File: src/rtl/seg_scan_driver.sv
// seg_scan_driver
// Multiplexes four 8-bit active-low digit patterns onto one shared cathode
// bus with a one-cold anode select for a 4-digit common-anode display.
// All four patterns are captured together once per frame into shadow
// registers, and each digit slot opens with a blanking gap to avoid ghosting.
//
// Optional feature: define SEG_SCAN_DIMMING_EN to add a 4-bit brightness
// input and a per-slot PWM that gates the DRIVE phase.
//
// Timing model: an/cath/frameTick are registered from the *next* counter
// values, so the outputs seen in a cycle always match the slot counter and
// digit index held in that same cycle.

module seg_scan_driver #(
    parameter int CLK_DIV      = 100000,
    parameter int BLANK_CYCLES = 1000
) (
    input  logic       Clk100M,
    input  logic       reset,
`ifdef SEG_SCAN_DIMMING_EN
    input  logic [3:0] brightness,
`endif
    input  logic [7:0] seg0,
    input  logic [7:0] seg1,
    input  logic [7:0] seg2,
    input  logic [7:0] seg3,
    output logic [3:0] an,
    output logic [7:0] cath,
    output logic       frameTick
);

    localparam int SW = $clog2(CLK_DIV);
    localparam logic [SW-1:0] SLOT_LAST = SW'(CLK_DIV - 1);

    // ------------------------------------------------------------------
    // State
    // ------------------------------------------------------------------
    logic [SW-1:0] slot_cnt_q, slot_cnt_d;
    logic [1:0]    digit_q,    digit_d;
    logic [7:0]    shadow_q [4];
    logic [7:0]    shadow_d [4];
    logic [3:0]    an_q,       an_d;
    logic [7:0]    cath_q,     cath_d;
    logic          frame_tick_q, frame_tick_d;

    logic [7:0]    seg_in [4];
    logic          slot_wrap;
    logic          frame_end;
    logic          in_drive_d;
    logic          pix_on_d;

    assign seg_in[0] = seg0;
    assign seg_in[1] = seg1;
    assign seg_in[2] = seg2;
    assign seg_in[3] = seg3;

    // Last cycle of a slot, and last cycle of the whole 4-slot frame.
    assign slot_wrap = (slot_cnt_q == SLOT_LAST);
    assign frame_end = slot_wrap && (digit_q == 2'd3);

    // Slot counter wraps every CLK_DIV cycles; digit index steps on each wrap.
    always_comb begin
        slot_cnt_d = slot_cnt_q + SW'(1);
        digit_d    = digit_q;
        if (slot_wrap) begin
            slot_cnt_d = '0;
            digit_d    = digit_q + 2'd1;
        end
    end

    // Shadow registers reload as a set at the frame boundary only.
    always_comb begin
        for (int i = 0; i < 4; i++) begin
            shadow_d[i] = shadow_q[i];
        end
        frame_tick_d = frame_end;
        if (frame_end) begin
            for (int i = 0; i < 4; i++) begin
                shadow_d[i] = seg_in[i];
            end
        end
    end

    // DRIVE phase decode for the upcoming cycle; with no blanking every
    // cycle of the slot drives.
    if (BLANK_CYCLES == 0) begin : g_no_blank
        assign in_drive_d = 1'b1;
    end else begin : g_blank
        localparam logic [SW-1:0] BLANK_W = SW'(BLANK_CYCLES);
        assign in_drive_d = (slot_cnt_d >= BLANK_W);
    end

`ifdef SEG_SCAN_DIMMING_EN
    logic [3:0] pwm_q,    pwm_d;
    logic [3:0] bright_q, bright_d;

    // PWM restarts at the first DRIVE cycle of a slot and holds at zero
    // while blanked; brightness is only taken in alongside the shadows.
    always_comb begin
        bright_d = bright_q;
        if (frame_end) begin
            bright_d = brightness;
        end
        pwm_d = pwm_q + 4'd1;
        if (!in_drive_d || (slot_cnt_d == SW'(BLANK_CYCLES))) begin
            pwm_d = 4'd0;
        end
        pix_on_d = in_drive_d && (pwm_d < bright_d);
    end

    // PWM and brightness registers.
    always_ff @(posedge Clk100M) begin
        if (reset) begin
            pwm_q    <= 4'd0;
            bright_q <= 4'd0;
        end else begin
            pwm_q    <= pwm_d;
            bright_q <= bright_d;
        end
    end
`else
    assign pix_on_d = in_drive_d;
`endif

    // Output decode: anode and cathode switch in the same cycle, so a digit
    // change is always preceded (or replaced) by both buses going dark.
    always_comb begin
        an_d   = 4'hF;
        cath_d = 8'hFF;
        if (pix_on_d) begin
            an_d   = ~(4'b0001 << digit_d);
            cath_d = shadow_d[digit_d];
        end
    end

    // State register; reset blanks the display and drops all scan progress.
    always_ff @(posedge Clk100M) begin
        if (reset) begin
            slot_cnt_q   <= '0;
            digit_q      <= 2'd0;
            for (int i = 0; i < 4; i++) begin
                shadow_q[i] <= 8'hFF;
            end
            an_q         <= 4'hF;
            cath_q       <= 8'hFF;
            frame_tick_q <= 1'b0;
        end else begin
            slot_cnt_q   <= slot_cnt_d;
            digit_q      <= digit_d;
            for (int i = 0; i < 4; i++) begin
                shadow_q[i] <= shadow_d[i];
            end
            an_q         <= an_d;
            cath_q       <= cath_d;
            frame_tick_q <= frame_tick_d;
        end
    end

    assign an        = an_q;
    assign cath      = cath_q;
    assign frameTick = frame_tick_q;

endmodule

File: config.mk
export PLATFORM = sky130hd
export DESIGN_NAME = seg_scan_driver
export DESIGN_NICKNAME = d
export VERILOG_FILES = /design/src/rtl/seg_scan_driver.sv
export SDC_FILE = /design/constraint.sdc
export NUM_CORES = 1
export LEC_CHECK = 0
export ABC_AREA = 1
export CAP_MARGIN = 10
export CORE_MARGIN = 3
export CORE_UTILIZATION = 55
export DETAILED_ROUTE_END_ITERATION = 10
export HOLD_SLACK_MARGIN = 0.03
export PLACE_DENSITY_LB_ADDON = 0.2
export SLEW_MARGIN = 20
export SYNTH_ARGS = -nofsm -noshare
export SYNTH_HDL_FRONTEND = slang
export SYNTH_SLANG_ARGS = --single-unit
File: constraint.sdc
create_clock -name Clk100M -period 2.8 [get_ports Clk100M]
set_input_delay 0.84 -clock Clk100M [delete_from_list [all_inputs] [get_ports Clk100M]]
set_output_delay 0.84 -clock Clk100M [all_outputs]
set_load 0.005 [all_outputs]
After elaboration in Yosys (flattened, before gate mapping)
Memory sizes are Yosys's and may differ from the RTL's. Index checks and enable logic that the tools add are counted.

Register bits after elaboration: 32. Bits in latches: 0. Bits in writable memories: 32. ROM bits: 0. Input port bits: 34. Output and inout port bits: 13. Logic and storage cells: 35. Memories: 1.

Add/subtract/negate cells: 2. Multipliers: 0. Div/mod/pow operators: 0. Magnitude comparators: 2. Equal/unequal tests: 2. Shifts and indexed selects: 1. Mux-type cells: 13. Bitwise gates (word level): 7. Reduce and logical (&&, ||, !) cells: 2.

Memory list: shadow_q (words 4, width 8, rd ports 4, clocked after memory_dff 0, write ports 4, RTL line 40) `logic [7:0] shadow_q [4];`.

Operator list (count): $mux W8 (6); $mux W32 (1); $add A17 B1 Y17 const B (1); $eq A17 B17 Y1 const B (1); $ge A17 B10 Y1 const B (1); $mux W17 (1); $bmux W8 S2 (1); $not A4 Y4 (1); $or A1 B1 Y1 (4); $shl A1 B2 Y4 const A (1); $ge A3 B3 Y1 const B (1); $mux W1 (3); $not A2 Y3 (1); $add A2 B1 Y2 const B (1); $eq A2 B2 Y1 const B (1); $mux W2 (1); $reduce_or A2 Y1 (1); $logic_and A1 B1 Y1 (1); $not A1 Y1 (1).

Logic depth before layout (Yosys ltp)
Gate-level depths: netlist of run 1.

Word-level depth: 6. Gate-level depth with buffers: 14. Depth with buffers taken out: 13.

Worst setup path after synthesis of run 1
OpenSTA, ideal clock, no wires.

Path kind: register to register. Start: reg slot_cnt_q[0]. End: reg cath_q[2] (netlist: cath[2]). Setup time: 0.131 ns. Arrival time: 1.606 ns. Data required time: 2.669 ns. Path slack: 1.063 ns. Cell stages (with the launch flop): 15. Path buffers: 2. Period minus slack after synthesis: 1.737 ns. Path through: dfxtp_1 -> ha_1 -> nand2_1 -> inv_1 -> nand2_1 -> nor2_2 -> nand2_2 -> nand2_2 -> nand2_2 -> buf_12 -> buf_12 -> nor2_2 -> nor2_1 -> nor2_1 -> nand3_1.

Cells in the longest elaborated chain, start to end: 6. Elaborated cells on any way between the ends: 13. Classes of those cells: add/sub: 1; order compare: 1; eq/ne: 1; mux: 6; bitwise: 2; reduce/logical: 2.

Ends and longest elaborated chain: from (decl) (RTL line 38) `logic [SW-1:0] slot_cnt_q, slot_cnt_d;`; from (signal assigned) (RTL line 148) `slot_cnt_q <= slot_cnt_d;`; parallel branches: the longest is 6 deep, another holds $add A17 B1 Y17; to (signal assigned) (RTL line 154) `cath_q <= cath_d;`; to (decl) (RTL line 43) `logic [7:0] cath_q, cath_d;`.

Several ways; the timed one is not identified. The select of a mux whose other input is x is not followed. A chain may end at the register's enable or synchronous reset.

Worst setup path after layout of run 1
Start: reg slot_cnt_q[0]. End: reg cath_q[0] (netlist: cath[0]).

Same word-level chain as after synthesis.

==> results of run 1 <==
[how the worst max path moves through the flow]
stage / from / endpoint / slack (ns) / cells after the start
after floorplan: slot_cnt_q[0] / cath[2] / 1.06 / 14
after global placement: slot_cnt_q[0] / cath[2] / 0.64 / 13
after detailed placement: slot_cnt_q[0] / cath[2] / 0.60 / 13
after CTS: slot_cnt_q[0] / cath[2] / 0.56 / 13
after global routing: slot_cnt_q[0] / cath[2] / 0.28 / 13
final: slot_cnt_q[0] / cath[0] / 0.57 / 13
[area by class of cell]
type,instances,area share
clock buffers,10,0.03640
clock inverters,4,0.01853
inverters,29,0.02879
multi-input cells,344,0.4239
flip-flops and latches,64,0.3388
well taps,72,0.02383
repair buffers,50,0.1297
[kinds of logic after synthesis]
logic type	after synthesis	share of synthesized area
adder cells (fa/ha/maj)	2	0.007898
XOR/XNOR	4	0.01106
buffers and inverters	48	0.08965
flip-flops	64	0.4044
AO/OA/AOI/OAI	4	0.007894
AND/OR/NAND/NOR	334	0.4791
[cell usage after synthesis (2+ instances only)]
cell type  count  share of area
nor2_4         4          0.014
nand3_2        3         0.0095
xor2_1         3         0.0083
nand2_2        9          0.018
inv_2          5         0.0059
clkbuf_8       2         0.0087
clkbuf_1       6         0.0071
o21bai_1       2         0.0047
buf_12         2          0.013
ha_1           2         0.0079
nand3_1      101           0.16
inv_1         23          0.027
nand4_1        6          0.012
buf_4          2         0.0047
buf_6          5          0.018
dfxtp_1       64           0.40
nand2_1      135           0.16
nor2_2        11          0.022
nor2_1        62          0.073
[worst reg2reg max path: cells and delay by family, from the launching register on]
| kind | cells | cell delay [ns] |
|---|---|---|
| adder cells (fa/ha/maj) | 1 | 0.17 |
| buffers and inverters | 1 | 0.10 |
| flip-flops | 1 | 0.35 |
| AND/OR/NAND/NOR | 11 | 1.55 |
[metal layers]
| metal | global-route usage | share of wire | vias to the layer above |
|---|---|---|---|
| li1 | - | - | 1543 |
| met1 | 0.2760 | 0.42 | 1337 |
| met2 | 0.4144 | 0.50 | 68 |
| met3 | 0.06908 | 0.046 | 22 |
| met4 | 0.1146 | 0.032 | 0 |
| met5 | 0 | 0 | - |
[flip-flops by register name, summed over array words and instances, names as in the netlist]
| signal | flops |
|---|---|
| cath | 8 |
| digit_q | 2 |
| frameTick | 1 |
| shadow_q | 32 |
| slot_cnt_q | 17 |
| an | 4 |
[where the power goes]
| group | total [mW] | internal [mW] | switching (mW) | leakage, nW |
|---|---|---|---|---|
| Combinational | 0.0696 | 0.0450 | 0.0246 | 0.972 |
| Clock | 0.849 | 0.512 | 0.337 | 0.108 |
| Sequential | 0.916 | 0.914 | 0.00224 | 0.518 |
==> run summary, run 1 <==
The flow ran to the end, and the final reports show no timing, DRC or antenna violations. The max-slew violation count is 0. Timing would allow up to about 450 MHz. The worst register-to-register path begins at slot_cnt_q[0].

The count of maximum capacitance violations is 0. In the global route stage, overall resource usage came out at 0.2420. After technology mapping, the gate count stands at 456. The worst hold path belongs to the class reg2reg. The worst register-to-register path ends at cath[0]. Setup repair after global routing left no endpoint under its margin. The area used by sequential logic in the layout came out at 1281 sq um. Gates resized during post-CTS repair numbered 0. Counting tap cells, the placed design contains a total of between 500 and 600 instances. In the layout the commonest cells are nand2_1, nand3_1, dfxtp_1. The count of final setup violators came out at 0. For this design, the slowest cell found on the critical path is dfxtp_1.

Buffers inserted to repair hold after CTS numbered 0. Of all flip-flops after synthesis, the portion carrying an async set or reset was 0. The wire-length estimate of the detail-placed layout is 5203 um.

Routability-driven placement finished with a final weighted congestion of slightly above 0.9. The number of buffers inserted by post-CTS setup repair came out at 0. For the pin with the worst max-slew slack, the measured transition is 0.5855 ns. The total number of nets in the final design came out at 534.

The data required time at the worst endpoint came out at 3.07 ns. The width of the die is 81.90 um. The number of design rule violations left after detail routing is 0.

The hold path endpoint is slot_cnt_q[0]. The cell leakage power is 1.598 nW. In this design, the stage delay of the slowest critical-path cell is ~0.35 ns. In this run the most critical hold path is launched from slot_cnt_q[0].

Prior to clock tree synthesis, the placed netlist has a worst setup slack of 0.5985 ns. The placeable core region came out at ~5500 sq um. The clock-pin slew on the worst setup and hold paths is roughly 0.06 ns.

The number of antenna diodes in the final layout is 0. The maximum number of pins on one net before global-route repair came out at 44. The via count of the routed design is 2970. The synthesized net count is a little under 500. In this run the tightest slew margin relative to its limit is 0.6083. The clock passes through at most 2 buffers. The number of cells on the worst reg-to-reg path is 13.

The number of buffers added by the clock tree synthesis step came out at 9. The post-route non-filler standard cell count is 573. The most common cell after layout, fill and taps aside is nand2_1. The initial antenna violation count came to 0. The violation count after the first detailed-routing iteration came out at approximately 140. The combined area of all synthesized cells came out at 3168 sq um.

Final hold analysis gives a worst-case slack of 0.4432 ns. Of the available clock period, the critical path in the final layout requires 0.7963. STA classifies the critical path endpoint as a flip-flop. The number of clock sinks is 64. The synthesized design contains 0 enable-type register cells. In this run the cell area measured after placement is 3573 sq um. At the later pin of the worst-skew pair, clock insertion delay measures 0.35 ns. TritonCTS built the clock tree. After global routing the overflow that remains totals 0. The worst hold path cell count came out at 1. The mean instance size in the synthesized netlist came out at 6.947 sq um. The number of global-route vias before repair came out at 2832. The number of H-tree levels came out at 3. The data arrival at the endpoint of the critical path came out at 2.50 ns. The most used cell along the critical path is nand2_1. The number of I/O pins came out at 47.

The combined area of the multi-input logic cells is approximately 1600 sq um. With fillers left out, the area of the finished cells amounts to 3781 sq um. The buffering stage count on the worst path with inverters included came out at 1.

Counting distinct cell types in the post-synthesis netlist gives 28. The aggregate routed wire length is ~7300 um. Subtracting the final worst setup slack from the clock period gives 2.230 ns. The remaining number of nets flagged by the antenna check after routing is 0. The signed area change from the synthesized netlist to the final layout came out at 19.35%.

Of the cells placed in the final design, the portion with a size suffix greater than 1 is 0.1038. Clock tree synthesis selected as its root buffer the cell clkbuf_8. Before antenna repair, the detailed router went through 4 iterations.

For this run, the register share of the synthesized area comes to 0.4044. The critical path class is reg2reg. The final sum of negative setup slack is 0 ns.

The total design power is 1.835 mW. The final standard cell utilization of the core came out at 0.6825. The number of synthesized register bits is 64. The die is 81.90 um tall. The power density of the placed cells came out at 485.3 nW/um^2. The first-pass GRT wire length is 12410 um.

The layout has 511 filler cells. The kind of cell with the highest combined delay along the critical path is simple AND/OR/NAND/NOR gates. Traced cell by cell, the critical path runs through ha_1, nand2_1, inv_1, nand2_1, nor2_2, nand2_2, nand2_2, nand2_2, nor2_4, nand2_1, nand2_1, nor2_1, nand3_1.

The average routed wire per standard cell is 12.69 um. The worst setup path is launched from a flip-flop. The post-route worst setup slack is 0.5703 ns. For this run, the leading register cell type out of synthesis is dfxtp_1. The count of port buffers added during placement is 46. The die covers 6707 sq um. The count of standard-cell rows came out at 27.

The worst ir drop on vdd is 0.0003589 V. The hold violation total from the final report is 0. The slack of the worst reg-to-reg path came out at 0.57 ns. In this run the worst path has a maximum fanout of 29. For this configuration, the core starts out at a cell density of 0.5718. The final setup skew came out at a little over 0.01 ns. The number of warning messages in the yosys log came out at 0. The ratio of routed vias to standard cells came out at around 5.2.
Note: power is estimated with default switching activity, not from simulation.
==> run 2, diff against run 1 <==
Settings changed: CORE_UTILIZATION 55 to 49.
Clock period 2.8 ns to 2 ns, I/O delays scaled along.
==> run 2 against run 1 <==
Total power rose by 31%. Sequential share of layout area shrank 1.9 points. First-iteration DRC count is 9.1% higher. Clock power grew 21%. Critical endpoint is now cath[1]. Clock skew barely moved. Sequential power rose by 40%. Fmax grew 17%. Flip-flop and latch count is the same. Die area increased by 11%. Global-route usage decreased by 2.1 points.
==> run summary, run 2 (same netlist as run 1, synthesis figures left out) <==
The flow ran to the end, and the final reports show no timing, DRC or antenna violations. Across the whole layout, storage elements account for 1285 sq um. The cell area after layout is 4019 sq um. 0 antenna diodes ended up in the layout. The worst hold path cell count is 1.

The floorplan die height came out at 86.41 um. The maximum root-to-sink buffer count came out at 2. The violation count after the first detailed-routing iteration is 156.

STA classifies the critical path endpoint as a flip-flop. The maximum frequency from static timing analysis is 523.6 MHz. Counting every sink on the clock net gives 64.

Fill cells in the final layout number 565. At the later pin of the worst-skew pair, clock insertion delay measures around 0.34 ns. The worst setup path is launched from a flip-flop.

The total routing resource utilization after global routing came out at 0.2207. The fraction of the cycle the final worst path needs came out at 0.9550. The width of the die is 86.41 um.

The depth of the worst register-to-register path came out at 13. The worst hold path class is reg2reg. The headroom to the max-slew limit is 0.7674.

The final setup skew is 0.01047 ns. The first-pass GRT wire length came out at 12990 um. Hold timing on the final database bottoms out at a slack of about 0.43 ns. The ratio of routed vias to standard cells is approximately 5.3.

Routed signal wires occupy layers up through met4. Across the run, the number of max-cap violations was 0. Hold repair after CTS inserted 0 buffers. After detailed routing, the average wire length per cell comes to 13.86 um.

Clock-pin slew was measured on the worst setup and hold paths at 0.07 ns. The met3 wire length is between 400 and 500 um. The count of final setup violators is 0. The total congestion overflow after global routing is 0. The maximum number of pins on one net before global-route repair is 38. The via count of the routed design is roughly 3200.

The final RePlAce weighted congestion is 0.8804. In this run the count of I/O pins placed on the die edge is 47. The number of H-tree levels came out at 3.

The register with the most flip-flops in the final layout is shadow_q. Dividing total power by cell area gives a power density of 600.0 nW/um^2. The max-slew violation count is 0. The floorplan has 28 rows. The remaining number of nets flagged by the antenna check after routing came out at 0. The region available for standard cell placement spans 6096 sq um. The cell leakage power is 1.705 nW. Setup repair after global routing could not meet its margin everywhere. The post-route worst setup slack is between 0.09 and 0.1 ns. The post-route minimum period came out at about 1.9 ns. The number of global-route vias before repair came out at a little under 3000.

The instance count after placement with tap cells included is 569. The first detailed-routing pass took 4 iterations. The data arrival at the endpoint of the critical path is 2.13 ns. The floorplan step defined a die boundary enclosing ~7500 sq um. The pre-CTS setup slack is 0.0004876 ns. In this run the cell area measured after placement is ~3700 sq um. After legalization and detailed placement, the total HPWL measured roughly 5500 um.

The signed area change from the synthesized netlist to the final layout is 26.86%. After detailed routing, the wire length on met1 is 3541 um. The flip-flop count of the largest register after layout is 32. The initial core utilization came out at 0.5197. The buffer type at the clock tree root is clkbuf_8. The aggregate routed wire length came out at between 8000 and 9000 um. Leaving out fill and tap cells, the most frequent cells in the layout are nand2_1, nand3_1, dfxtp_1. The critical path class is reg2reg.

The final standard cell utilization of the core is 0.6593. The count of port buffers added during placement is 46. The TritonCTS clock tree is built.

The hold violation total from the final report came out at 0. The amount of wire on met2 after detailed routing came out at 4058 um. The number of buffers added by the clock tree synthesis step came out at 9. The data required time at the worst endpoint came out at about 2.2 ns.

After detailed routing, the number of remaining DRC violations is 0. The most common cell after layout, fill and taps aside is nand2_1. The worst ir drop on vdd came out at 0.0005199 V. The initial antenna violation count came to 0. The combined area of the multi-input logic cells is about 1600 sq um. Of the cells placed in the final design, the portion with a size suffix greater than 1 is 0.1663. The post-route non-filler standard cell count is 598. The total number of nets in the final design is 554.

The transition time at the pin with the least slew margin is 0.3484 ns. Of all nets on the critical path, the largest fanout is 15.
==> run 2: cell types whose count changed in the layout (fill, tap and decap cells not counted), moves of 3 or more <==
cell / previous run / this run
dfxtp_1: 64 / 61
nor2_2: 11 / 14
buf_4: 4 / 16
nand2_1: 135 / 130
buf_12: 0 / 5
dfxtp_2: 0 / 3
nand2_2: 9 / 13
==> run 2: timing repair <==
| item | in CTS | in global routing |
|---|---|---|
| gates cloned | 0 | 3 |
| resized for setup | 1 | 13 |
| buffers inserted | 1 | 9 |
| pin swaps | 1 | 5 |
| setup endpoints to repair | 2 | 12 |
==> run 2: power by group <==
part	total [mW]	leakage, nW	internal, mW	switching [mW]
sequential	1.28	0.519	1.28	0.00344
combinational	0.102	1.09	0.0660	0.0357
clock	1.03	0.0926	0.487	0.540
==> run 2: per-layer routing <==
layer  global-route usage  vias to the layer above
met3              0.06179                       23
met1               0.2706                     1434
met2               0.3616                      127
met4              0.09632                        0
li1                     -                     1589
met5                    0                        -
==> run 2: stage by stage <==
step           setup TNS [ns]  power [mW]
3_5_place_dp                0       1.411
6_report                    0       2.411
5_1_grt               -0.2201       2.499
2_1_floorplan               0       1.339
4_1_cts                     0       2.424
3_3_place_gp                0       1.411
==> run 2: layout make-up <==
cell class / instances / share of cell area
multi-input combinational: 346 / 0.4091
sequential: 64 / 0.3197
timing repair buffer: 68 / 0.1756
clock buffer: 10 / 0.03425
inverter: 29 / 0.02709
tap: 75 / 0.02335
clock inverter: 6 / 0.01090
==> run 2: path summary, 6_finish.rpt <==
kind | slack [ns] | startpoint | endpoint
worst min-delay path | 0.43 | slot_cnt_q[0] | slot_cnt_q[0]
worst max-delay path | 0.09 | slot_cnt_q[0] | cath[1]
worst max register to register | 0.09 | slot_cnt_q[0] | cath[1]
worst min register to register | 0.43 | slot_cnt_q[0] | slot_cnt_q[0]
==> run 2: worst max-delay path, cell delays in order, from the launching register on <==
cell and delay (ns):
dfxtp_2 0.34, ha_2 0.18, nand2_2 0.09, nor2_4 0.16, nand2_2 0.11, nor2_4 0.15
nand2_1 0.07, nand2_2 0.11, buf_12 0.16, nor2_4 0.06, nand2_2 0.07, nand2_1 0.08
nor2_1 0.12, nand3_1 0.08
